## config.mk

```make
export PLATFORM = sky130hd
export DESIGN_NAME = trap_ctrl
export DESIGN_NICKNAME = d
export VERILOG_FILES = /design/src/rtl/trap_ctrl_pkg.sv /design/src/rtl/trap_ctrl_irq_sync.sv /design/src/rtl/trap_ctrl.sv
export SDC_FILE = /design/constraint.sdc
export NUM_CORES = 1
export LEC_CHECK = 0
export CAP_MARGIN = 30
export CORE_UTILIZATION = 37
export CTS_CLUSTER_SIZE = 16
export DETAILED_ROUTE_END_ITERATION = 8
export HOLD_SLACK_MARGIN = 0.02
export PLACE_DENSITY = 0.83
export SYNTH_ARGS = -nofsm -noshare
export SYNTH_HDL_FRONTEND = slang
export SYNTH_SLANG_ARGS = --single-unit
```

## constraint.sdc

```tcl
create_clock -name clk_i -period 4.08 [get_ports clk_i]
set_clock_uncertainty 0.1 [all_clocks]
set_input_delay 0.816 -clock clk_i [delete_from_list [all_inputs] [get_ports clk_i]]
set_output_delay 0.816 -clock clk_i [all_outputs]
set_load 0.02 [all_outputs]
```

## src/rtl/trap_ctrl_pkg.sv

```systemverilog
// Shared machine-mode CSR definitions for the trap sequencer.
//   - interrupt cause codes (MEI, MSI, MTI)
//   - mtvec mode encodings
//   - sequencer state encoding
//   - trap vector target helper
package trap_ctrl_pkg;

  localparam logic [3:0] CAUSE_MEI = 4'd11;
  localparam logic [3:0] CAUSE_MSI = 4'd3;
  localparam logic [3:0] CAUSE_MTI = 4'd7;

  localparam logic [1:0] MTVEC_DIRECT   = 2'b00;
  localparam logic [1:0] MTVEC_VECTORED = 2'b01;

  typedef enum logic [1:0] {
    ST_IDLE   = 2'd0,
    ST_FLUSH  = 2'd1,
    ST_COMMIT = 2'd2,
    ST_RET    = 2'd3
  } state_e;

  // Only interrupts are vectored; modes 10/11 fall back to direct.
  // The add wraps modulo 2^32 by construction of the 32-bit result.
  function automatic logic [31:0] trap_target(input logic [31:0] mtvec,
                                              input logic        is_irq,
                                              input logic [3:0]  cause);
    logic [31:0] base;
    base = mtvec & 32'hFFFF_FFFC;
    if (is_irq && mtvec[1:0] == MTVEC_VECTORED)
      trap_target = base + {26'd0, cause, 2'b00};
    else
      trap_target = base;
  endfunction

endpackage

```

## src/rtl/trap_ctrl_irq_sync.sv

```systemverilog
// Multi-flop synchronizer for an asynchronous level input.
// Ports:
//   clk  - destination clock
//   rst  - asynchronous active-high reset, clears every stage to 0
//   d    - asynchronous level input
//   q    - synchronized level, SYNC_STAGES cycles behind d
module trap_ctrl_irq_sync #(
  parameter int SYNC_STAGES = 2
) (
  input  logic clk,
  input  logic rst,
  input  logic d,
  output logic q
);

  logic [SYNC_STAGES-1:0] chain;

  // NOTE: sequential state uses non-blocking assignments so every flop in
  // the chain samples the value its neighbour held before the edge.
  always_ff @(posedge clk or posedge rst) begin
    if (rst) chain <= '0;
    else     chain <= {chain[SYNC_STAGES-2:0], d};
  end

  assign q = chain[SYNC_STAGES-1];

endmodule

```

## src/rtl/trap_ctrl.sv

```systemverilog
// Machine-mode trap sequencer between pipeline and CSR unit.
// Arbitrates exceptions, mret and the three machine interrupts, runs the
// flush/redirect handshake and emits one-cycle CSR write strobes.
// Ports:
//   clk_i, rst_i                 - clock, async active-high reset
//   irq_ext_i                    - external irq level (asynchronous)
//   irq_timer_i, irq_soft_i      - timer / software irq levels (synchronous)
//   mstatus_mie_i, mstatus_mpie_i, mie_i, mtvec_i, mepc_i - CSR state
//   pc_i                         - oldest unexecuted PC (interrupt EPC)
//   exc_valid_i, exc_cause_i, exc_pc_i - synchronous exception pulse
//   mret_i                       - mret pulse
//   flush_ack_i                  - pipeline drained
//   trap_req_o                   - flush request (held in FLUSH)
//   jump_o, jump_target_o        - redirect strobe and address
//   mepc_we_o/mepc_o, mcause_we_o/mcause_o, mstatus_we_o/mstatus_mie_o/
//   mstatus_mpie_o               - CSR write strobes and values
//   mip_o                        - live pending bits {meip, mtip, msip}
module trap_ctrl
  import trap_ctrl_pkg::*;
#(
  parameter int SYNC_STAGES = 2
) (
  input  logic        clk_i,
  input  logic        rst_i,
  input  logic        irq_ext_i,
  input  logic        irq_timer_i,
  input  logic        irq_soft_i,
  input  logic        mstatus_mie_i,
  input  logic        mstatus_mpie_i,
  input  logic [2:0]  mie_i,
  input  logic [31:0] mtvec_i,
  input  logic [31:0] mepc_i,
  input  logic [31:0] pc_i,
  input  logic        exc_valid_i,
  input  logic [3:0]  exc_cause_i,
  input  logic [31:0] exc_pc_i,
  input  logic        mret_i,
  input  logic        flush_ack_i,
  output logic        trap_req_o,
  output logic        jump_o,
  output logic [31:0] jump_target_o,
  output logic        mepc_we_o,
  output logic [31:0] mepc_o,
  output logic        mcause_we_o,
  output logic [31:0] mcause_o,
  output logic        mstatus_we_o,
  output logic        mstatus_mie_o,
  output logic        mstatus_mpie_o,
  output logic [2:0]  mip_o
);

  state_e      state_q, state_d;
  logic        is_irq_q, is_irq_d;
  logic [3:0]  cause_q, cause_d;
  logic [31:0] epc_q, epc_d;
  logic        capture;
  logic        ext_sync;
  logic [2:0]  irq_hit;
  logic        irq_take;

  trap_ctrl_irq_sync #(.SYNC_STAGES(SYNC_STAGES)) u_ext_sync (
    .clk (clk_i),
    .rst (rst_i),
    .d   (irq_ext_i),
    .q   (ext_sync)
  );

  assign mip_o    = {ext_sync, irq_timer_i, irq_soft_i};
  assign irq_hit  = mip_o & mie_i;
  assign irq_take = mstatus_mie_i && (irq_hit != 3'b000);

  // Strobes decode directly from the state register, so they are one clean
  // cycle wide and drop the instant reset clears the state.
  // NOTE: every signal driven here gets a default first, otherwise a path
  // that skips an assignment would infer a latch.
  always_comb begin
    state_d        = state_q;
    capture        = 1'b0;
    is_irq_d       = 1'b0;
    cause_d        = 4'd0;
    epc_d          = 32'd0;
    trap_req_o     = 1'b0;
    jump_o         = 1'b0;
    jump_target_o  = 32'd0;
    mepc_we_o      = 1'b0;
    mepc_o         = 32'd0;
    mcause_we_o    = 1'b0;
    mcause_o       = 32'd0;
    mstatus_we_o   = 1'b0;
    mstatus_mie_o  = 1'b0;
    mstatus_mpie_o = 1'b0;

    unique case (state_q)
      ST_IDLE: begin
        if (exc_valid_i) begin
          capture = 1'b1;
          cause_d = exc_cause_i;
          epc_d   = exc_pc_i;
          state_d = ST_FLUSH;
        end else if (mret_i) begin
          state_d = ST_RET;
        end else if (irq_take) begin
          capture  = 1'b1;
          is_irq_d = 1'b1;
          epc_d    = pc_i;
          // Fixed priority MEI > MSI > MTI.
          if (irq_hit[2])      cause_d = CAUSE_MEI;
          else if (irq_hit[0]) cause_d = CAUSE_MSI;
          else                 cause_d = CAUSE_MTI;
          state_d = ST_FLUSH;
        end
      end
      ST_FLUSH: begin
        trap_req_o = 1'b1;
        if (flush_ack_i) state_d = ST_COMMIT;
      end
      ST_COMMIT: begin
        jump_o         = 1'b1;
        jump_target_o  = trap_target(mtvec_i, is_irq_q, cause_q);
        mepc_we_o      = 1'b1;
        mepc_o         = epc_q & 32'hFFFF_FFFE;
        mcause_we_o    = 1'b1;
        mcause_o       = {is_irq_q, 27'd0, cause_q};
        mstatus_we_o   = 1'b1;
        mstatus_mie_o  = 1'b0;
        mstatus_mpie_o = mstatus_mie_i;
        state_d        = ST_IDLE;
      end
      ST_RET: begin
        jump_o         = 1'b1;
        jump_target_o  = mepc_i & 32'hFFFF_FFFE;
        mstatus_we_o   = 1'b1;
        mstatus_mie_o  = mstatus_mpie_i;
        mstatus_mpie_o = 1'b1;
        state_d        = ST_IDLE;
      end
      default: state_d = ST_IDLE;
    endcase
  end

  // NOTE: the captured trap context is reset along with the state so the
  // CSR values are defined from the very first cycle, not just after a trap.
  always_ff @(posedge clk_i or posedge rst_i) begin
    if (rst_i) begin
      state_q  <= ST_IDLE;
      is_irq_q <= 1'b0;
      cause_q  <= 4'd0;
      epc_q    <= 32'd0;
    end else begin
      state_q <= state_d;
      if (capture) begin
        is_irq_q <= is_irq_d;
        cause_q  <= cause_d;
        epc_q    <= epc_d;
      end
    end
  end

endmodule

```

Word-level counts from Yosys, hierarchy flattened:

Cells that the tools add are included.

* register bits: 41
* input port bits: 145
* word-level logic and storage cells: 49

* $add $sub $neg: 1
* equality and inequality tests: 6
* muxes and demuxes: 30
* bitwise gates (word level): 1
* reduce and logical (&&, ||, !) cells: 6

Operator list (number)
* 32-bit two-way mux: 7
* 32-bit case mux with 2 select lines: 1
* 32-bit by 6-bit adder with 32-bit output: 1
* 4-bit two-way mux: 5
* 1-bit two-way mux: 10
* 2-bit two-way mux: 4
* 2-bit case mux with 3 select lines: 1
* 2-bit by 1-bit equality test with 1-bit output, second input constant: 2
* 2-bit equality test, second input constant: 2
* 4-bit != test, second input constant: 1
* 3-bit bitwise AND: 1
* 3-bit two-way mux: 1
* 3-bit nonzero test: 1
* 1-bit logical AND: 2
* 2-bit zero test: 1
* 2-bit != test, second input constant: 1
* 1-bit case mux with 2 select lines: 1
* 2-bit AND reduction: 1
* 2-bit OR reduction: 1

Logic depth before layout (Yosys ltp):

Gate-level depths: netlist of run 1.

* depth after elaboration: 7
* depth in mapped cells: 9
* depth with buffers taken out: 7

Cells and area by module:

Synthesis of run 1 repeated with hierarchy kept, for this count alone.

* cells, all modules: 399
* area total of the unflattened synthesis: 3554.7 µm²

Modules (own cells, without submodules)
* trap_ctrl: times used 1, cells each 396, area an instance 3500.9 µm², seq. area each 950.9 µm²
* trap_ctrl_irq_sync: times used 1, cells each 3, area an instance 53.8 µm², seq. area each 50.0 µm²

Least setup slack after synthesis of run 1:

No wires, ideal clock.

* kind: input -> output
* start point: input mtvec_i[2]
* end point: output jump_target_o[22]
* arrival: 2.866 ns
* setup slack: 0.298 ns
* stages: 8
* path through: ha_1 -> inv_1 -> fa_1 -> nand2b_1 -> a21o_1 -> clkbuf_1 -> o41a_1 -> a211oi_1

* longest elaborated chain between the ends: 3

RTL lines
* start: declaration: line trap_ctrl.sv:31 `input logic [31:0] mtvec_i,`
* 32-bit by 6-bit adder with 32-bit output: line trap_ctrl_pkg.sv:30 `trap_target = base + {26'd0, cause, 2'b00};`
* 32-bit two-way mux: line trap_ctrl_pkg.sv:29 `if (is_irq && mtvec[1:0] == MTVEC_VECTORED)`
* 32-bit case mux with 2 select lines: line trap_ctrl.sv:93 `unique case (state_q)`
* end: declaration: line trap_ctrl.sv:41 `output logic [31:0] jump_target_o,`

No other way between the ends.

Worst setup path in the final report of run 1:

* start point: input mtvec_i[5]
* end point: output jump_target_o[13]

The elaborated chain is that of the path after synthesis.

==> metrics.md, run 1 <==
| Metric | Value |
|---|---|
| TNS Setup | `0 ps` |
| GRT Total Usage | `around a quarter` |
| Num CTS Buffers | `5` |
| CTS tree | `yes` |
| Vias in the first global route | `between 4k and 5k` |
| Most frequent cells in the layout | `clkdlybuf4s50_1, buf_4, dfrtp_1` |
| Fin Hold WS | `279 ps` |
| DRC viols | `0` |
| N_diodes | `0` |
| Multi-input logic area | `2540 sq um` |
| Startpoint class of the critical path | `input pin` |
| Seq/Total Area, Yosys | `a little over a quarter` |
| Post-DP HPWL | `10.6 mm` |
| Min Tclk post-route | `4030 ps` |
| Die X | `approximately 100 microns` |
| Sink Count | `40` |
| R2R setup slack | `1820 ps` |
| P_leak | `~2.5 nW` |
| Initial Utilization | `38.4%` |
| Final hold vios | `0` |
| RSZ-0062 raised after global routing | `yes` |
| Slew Limit Fails | `0` |
| Gr ovfl total | `0` |
| Post-synth EDFFs | `0` |
| Die Height | `~100 microns` |
| DR iter-0 viols | `roughly 210` |
| Max frequency | `248 MHz` |
| R2r startpoint | `state_q[0]$_DFFE_PP0P_` |
| Proportion of layout cells with a drive suffix above 1 | `between 15 and 20%` |
| DR pass1 iterations | `6` |
| Rows | `36` |
| Fin worst setup slack | `around 55 ps` |
| Maxcap violations | `0` |
| P per Cell Area | `493 nW/um^2` |
| Worst-path maximum fanout | `12` |
| Post-Syn Area | `3770 sq um` |
| Worst ir drop on vdd | `between 0.2 and 0.3 mV` |
| Pin count of the biggest net entering global routing | `a little over 40` |
| Vias | `between 4k and 5k` |
| Final worst-path cycle share | `roughly 100%` |
| Final wirelength | `14.1 mm` |
| Synth Register Bits | `40` |
| Avg Inst Size Synth | `slightly above 8 sq um` |
| Asr flop ratio synth | `100%` |
| Synth warnings | `0` |
| Setup Crit Path Kind | `input pin to output port` |
| Routed len/inst | `16.8 microns` |
| R2R depth | `5` |
| Cells on Worst Hold Path | `0` |
| Outcome | `finished clean` |
| CP Capture Type | `output port` |
| R2R Path End | `cause_q[3]$_DFFE_PP0P_` |
| Slew HR | `60.0%` |
| Worst path required time | `3160 ps` |
| Port Buffers | `218` |
| Top FF cell, synth | `dfrtp_1` |
| Synth cell types | `57` |
| Root buffer cell | `clkbuf_8` |
| Max H-tree Level | `2` |
| Placeable Area | `a little under 10000 sq um` |
| HP Start | `u_ext_sync.chain[0]$_DFF_PP0_` |
| Area grow syn2layout | `69.4%` |
| Worst-Margin Slew | `597 ps` |
| Most common cell after layout, fill and taps aside | `clkdlybuf4s50_1` |
| Number of placed I/O pins | `between 200 and 300` |
| Clock Latency Late Sink | `around 280 ps` |
| Filler cells | `between 800 and 900` |
| Initial antenna violation count | `0` |
| Critical path arrival | `3110 ps` |
| Post-Syn Instances | `between 400 and 500` |
| Sequential cell area | `around 1000 sq um` |
| Setup violators final | `0` |
| First-pass GRT wire length | `21.3 mm` |
| DRT antenna net count | `0` |
| Max clock buf depth | `2` |
| Placer Congestion | `0.885` |
| Die footprint | `around 11000 sq um` |
| Worst-path clk slew | `80 ps` |
| Vias/cell | `about 5.6` |
| Total Nets Final | `roughly 860` |
| Hold crit path type | `register to register` |
| Hold EP | `u_ext_sync.chain[1]$_DFF_PP0_` |
| Setup WS pre-CTS | `-612 ps` |
sequential cells by signal, indices dropped and copies added (netlist names):
| signal | cells |
|---|---|
| u_ext_sync.chain | 2 |
| is_irq_q | 1 |
| state_q | 2 |
| cause_q | 4 |
| epc_q | 31 |
metal layers:
metal / GRT usage (%) / wire length (microns) / share of wire [%] / up-vias
li1: - / - / - / 2165
met3: 5.76 / 1250 / 8.9 / 29
met1: 28.7 / 5310 / 38 / 2188
met5: 0 / 0 / 0 / -
met4: 9.97 / 360 / 2.6 / 0
met2: 46.0 / 7180 / 51 / 282
how the worst max path moves through the flow:
stage	from	to	slack (ps)	cells past startpoint
2_1_floorplan	mtvec_i[2]	jump_target_o[22]	300	8
3_3_place_gp	mtvec_i[2]	jump_target_o[22]	-590	9
3_5_place_dp	mtvec_i[2]	jump_target_o[22]	-610	9
4_1_cts	mtvec_i[3]	jump_target_o[16]	2	9
5_1_grt	mtvec_i[5]	jump_target_o[13]	-10	8
6_report	mtvec_i[5]	jump_target_o[13]	50	8
cell families after synthesis:
| group | share of synthesized area (%) |
|---|---|
| AO/OA/AOI/OAI | 24.9 |
| XOR/XNOR | 0.464 |
| adder cells (fa/ha/maj) | 1.86 |
| buffers and inverters | 11.8 |
| flip-flops | 26.5 |
| multiplexers | 0.862 |
| other | 0.0994 |
| AND/OR/NAND/NOR | 33.5 |
through the flow:
step | std cells | power [W] | cell area, sq um | utilization [%]
floorplan | 495 | 0.00194 | 3880 | -
global placement | 828 | 0.00280 | 6230 | 63.5
detailed placement | 828 | 0.00287 | 6230 | 63.5
CTS | 837 | 0.00314 | 6380 | 65.0
global route | 838 | 0.00335 | 6390 | 65.1
finish | 838 | 0.00315 | 6390 | 65.1
synth_stat cells, drive strengths merged, types with 4 or more instances:
| cell type | count | area [sq um] |
|---|---|---|
| nor3b | 7 | 52.6 |
| or3 | 5 | 31.3 |
| dfrtp | 40 | 1000 |
| inv | 9 | 33.8 |
| a31oi | 6 | 37.5 |
| nand2b | 34 | 213 |
| nor4 | 6 | 37.5 |
| o221a | 31 | 349 |
| buf | 42 | 297 |
| nand2 | 24 | 90.1 |
| nor2 | 22 | 82.6 |
| and3 | 10 | 62.6 |
| clkbuf | 31 | 116 |
| nor3 | 12 | 60.1 |
| o31ai | 9 | 67.6 |
| ha | 4 | 50.1 |
| o21ai | 23 | 115 |
| a22oi | 4 | 30.0 |
| nand3 | 23 | 115 |
| a211oi | 8 | 60.1 |
| nand4 | 9 | 62.6 |
| a21oi | 9 | 45.0 |
| and2 | 36 | 225 |
| or4 | 11 | 82.6 |
| a21o | 4 | 30.0 |
| and4 | 6 | 52.6 |
layout make-up:
type                            count  area share, %
Clock buffer                        6           1.14
Clock inverter                      1         0.0783
Inverter                            9          0.529
Multi-Input combinational cell    373           39.8
Sequential cell                    40           15.7
Tap cell                          133           2.60
Timing Repair Buffer              276           40.2
report_power, final:
part | switching [W] | internal (W)
clock network | 0.000134 | 0.000116
logic | 0.00115 | 0.00105
registers | 0.000127 | 0.000577
total | 0.00141 | 0.00174
worst max-delay path: stages:
cell	delay (ps)
clkdlybuf4s50_1	450
ha_1	380
nand3_1	160
o22a_4	310
buf_4	160
or4_1	450
a31oi_1	180
buf_2	190
timing repair:
action	CTS	global route
pin swaps	1	2
hold buffers	0	0
endpoints found under the hold margin	0	0
gates resized for setup	70	14
setup endpoints to repair	26	9
setup buffers	2	1
Power figures use the tool's default switching activity.
==> inputs of run 2 (changes only) <==
--- a/config.mk
+++ b/config.mk
@@ -9,6 +9,7 @@
 export CORE_UTILIZATION = 37
 export CTS_CLUSTER_SIZE = 16
 export DETAILED_ROUTE_END_ITERATION = 8
+export GPL_TIMING_DRIVEN = 0
 export HOLD_SLACK_MARGIN = 0.02
 export PLACE_DENSITY = 0.83
 export SYNTH_ARGS = -nofsm -noshare
==> run 2 against run 1 <==
  * Fmax is essentially flat
  * Critical path depth grew 1
  * First-iteration DRC count grew 35%
  * Clock power grew 9.6%
  * Non-clock buffer count grew 20
  * Largest cell class unchanged
  * Critical endpoint is now jump_target_o[31]
  * Hold slack lost 29 ps
  * Register-to-register slack gained 70 ps
  * Setup slack is essentially flat
  * Flip-flop and latch count is the same
  * Sequential power shrank 2%
==> metrics.md, run 2 (synthesized netlist as in run 1, its figures left out) <==
| Metric | Value |
|---|---|
| Routed wl met2 | `7.30 mm (+1.7%)` |
| Port Buffers | `217 (-0.46%)` |
| Post-DP HPWL | `11.5 mm (+8.3%)` |
| WL met3 | `1.54 mm (+23%)` |
| Num CTS Buffers | `5 (unchanged)` |
| Final hold vios | `0 (unchanged)` |
| Setup WS pre-CTS | `-927 ps (-314 ps)` |
| Initial antenna violation count | `0 (unchanged)` |
| DR pass1 iterations | `5 (-1)` |
| Setup Crit Path Kind | `input pin to output port` |
| Slew Limit Fails | `0 (unchanged)` |
| DRC viols | `0 (unchanged)` |
| Finished Layout Cells | `859 (+2.5%)` |
| Critical path arrival | `3110 ps (about the same)` |
| Maxcap violations | `0 (unchanged)` |
| Startpoint class of the critical path | `input pin` |
| Most frequent cells in the layout | `clkdlybuf4s50_1, buf_4, dfrtp_1` |
| P_leak | `2.56 nW (+0.66%)` |
| Initial Utilization | `38.4% (unchanged)` |
| WL met1 | `5.76 mm (+8.5%)` |
| Max reg flops | `31 (unchanged)` |
| Area grow syn2layout | `71.4%` |
| Final wirelength | `15.0 mm (+6.5%)` |
| Max frequency | `248 MHz (about the same)` |
| Final worst-path cycle share | `98.7% (about the same)` |
| GRT Total Usage | `27.4% (+2.0 points)` |
| Largest registers | `epc_q (31), cause_q (4)` |
| Slew HR | `44.1% (-16 points)` |
| Fin worst setup slack | `54.8 ps (-0.0313 ps)` |
| Rows | `36 (unchanged)` |
| Worst-Margin Slew | `838 ps (+241 ps)` |
| Die footprint | `10600 sq um (unchanged)` |
| Filler cells | `836 (+3.6%)` |
| Vias in the first global route | `4624 (+3.3%)` |
| Number of placed I/O pins | `251 (unchanged)` |
| First-pass GRT wire length | `22.7 mm (+6.7%)` |
| Cells after DPL | `845 (+2.1%)` |
| Max clock buf depth | `2 (unchanged)` |
| Most common cell after layout, fill and taps aside | `clkdlybuf4s50_1` |
| Worst path required time | `3160 ps (about the same)` |
| Setup violators final | `0 (unchanged)` |
| Sink Count | `40 (unchanged)` |
| P per Cell Area | `498 nW/um^2 (+0.84%)` |
| DR iter-0 viols | `283 (+35%)` |
| Worst-path maximum fanout | `6 (-6)` |
| Worst-path clk slew | `70 ps (about the same)` |
| Clock Latency Late Sink | `290 ps (about the same)` |
| Die X | `103 microns (unchanged)` |
| CP Capture Type | `output port` |
| Worst ir drop on vdd | `0.327 mV (+13%)` |
| Vias | `4731 (+1.4%)` |
| CTS tree | `yes` |
| Placeable Area | `9820 sq um (unchanged)` |
| Proportion of layout cells with a drive suffix above 1 | `16.9% (-1.2 points)` |
| Total Nets Final | `875 (+2.3%)` |
| Outcome | `finished clean` |
| Die Height | `103 microns (unchanged)` |
| Root buffer cell | `clkbuf_8` |
| Gr ovfl total | `0 (unchanged)` |
| Pin count of the biggest net entering global routing | `41 (unchanged)` |
| Hold crit path type | `register to register` |
| Placer Congestion | `0.861 (-2.7%)` |
| DRT antenna net count | `0 (unchanged)` |
| Max H-tree Level | `2 (unchanged)` |
| Routed len/inst | `17.5 microns (+3.9%)` |
| Cts hold-fix bufs | `0 (unchanged)` |
| Vias/cell | `5.51 (-1.0%)` |
| Min Tclk post-route | `4030 ps (+0.0313 ps)` |
| Top routing layer in use | `met4` |
| N_diodes | `0 (unchanged)` |
| Largest reg by FF count | `epc_q` |
run 2: path summary, 6_finish.rpt:
check	from	endpoint	slack [ps]	depth (start not counted)
max	mtvec_i[14]	jump_target_o[31]	50	9
min	u_ext_sync.chain[0]$_DFF_PP0_	u_ext_sync.chain[1]$_DFF_PP0_	250	0
max reg2reg	state_q[0]$_DFFE_PP0P_	state_q[1]$_DFFE_PP0P_	1890	6
min reg2reg	u_ext_sync.chain[0]$_DFF_PP0_	u_ext_sync.chain[1]$_DFF_PP0_	250	0
max in group asynchronous	rst_i	epc_q[4]$_DFFE_PP0P_	2430	2
min in group asynchronous	rst_i	epc_q[21]$_DFFE_PP0P_	910	2
run 2: per-stage QoR:
step | power (W) | hold WS, ps | util [%] | setup TNS, ps | cell area [sq um]
4_1_cts | 0.00317 | 250 | 65.2 | 0 | 6400
5_1_grt | 0.00341 | 260 | 65.8 | -11.1 | 6460
6_report | 0.00322 | 250 | 65.8 | 0 | 6460
3_5_place_dp | 0.00286 | 245 | 63.3 | -13640 | 6220
2_1_floorplan | 0.00194 | 231 | - | 0 | 3880
3_3_place_gp | 0.00282 | 232 | 63.3 | -12170 | 6220
run 2: area by class of cell:
cell class	instances	area (sq um)	share of cell area, %
repair buffers	224	2190	33.8
clock inverters	1	7.51	0.116
flip-flops and latches	40	1000	15.5
plain buffers	72	433	6.70
multi-input cells	373	2550	39.4
clock buffers	7	86.3	1.34
well taps	133	166	2.57
inverters	9	33.8	0.523
run 2: what timing repair did:
| item | CTS | global route |
|---|---|---|
| cloned | 1 | 0 |
| setup endpoints to repair | 26 | 17 |
| buffers inserted | 6 | 0 |
| pin swaps | 5 | 2 |
| gates resized for setup | 69 | 31 |
run 2: routing by layer:
| metal | up-vias | GRT usage [%] |
|---|---|---|
| li1 | 2207 | - |
| met1 | 2192 | 32.3 |
| met2 | 292 | 48.4 |
| met3 | 40 | 6.17 |
| met4 | 0 | 10.3 |
| met5 | - | 0 |
run 2: report_power, final:
group          total, W  leakage, nW  internal [W]  switching [W]
logic           0.00225         2.07       0.00103        0.00122
clock network  0.000275       0.0445      0.000138       0.000138
registers      0.000687        0.447      0.000577       0.000110
total           0.00322         2.56       0.00175        0.00147
run 2: worst max-delay path, cell delays in order:
cell	delay [ps]
clkdlybuf4s50_1	600
and4_2	350
nand4_1	160
buf_4	180
buf_4	130
buf_4	140
nor4_1	310
a211oi_1	80
dlygate4sd2_1	340
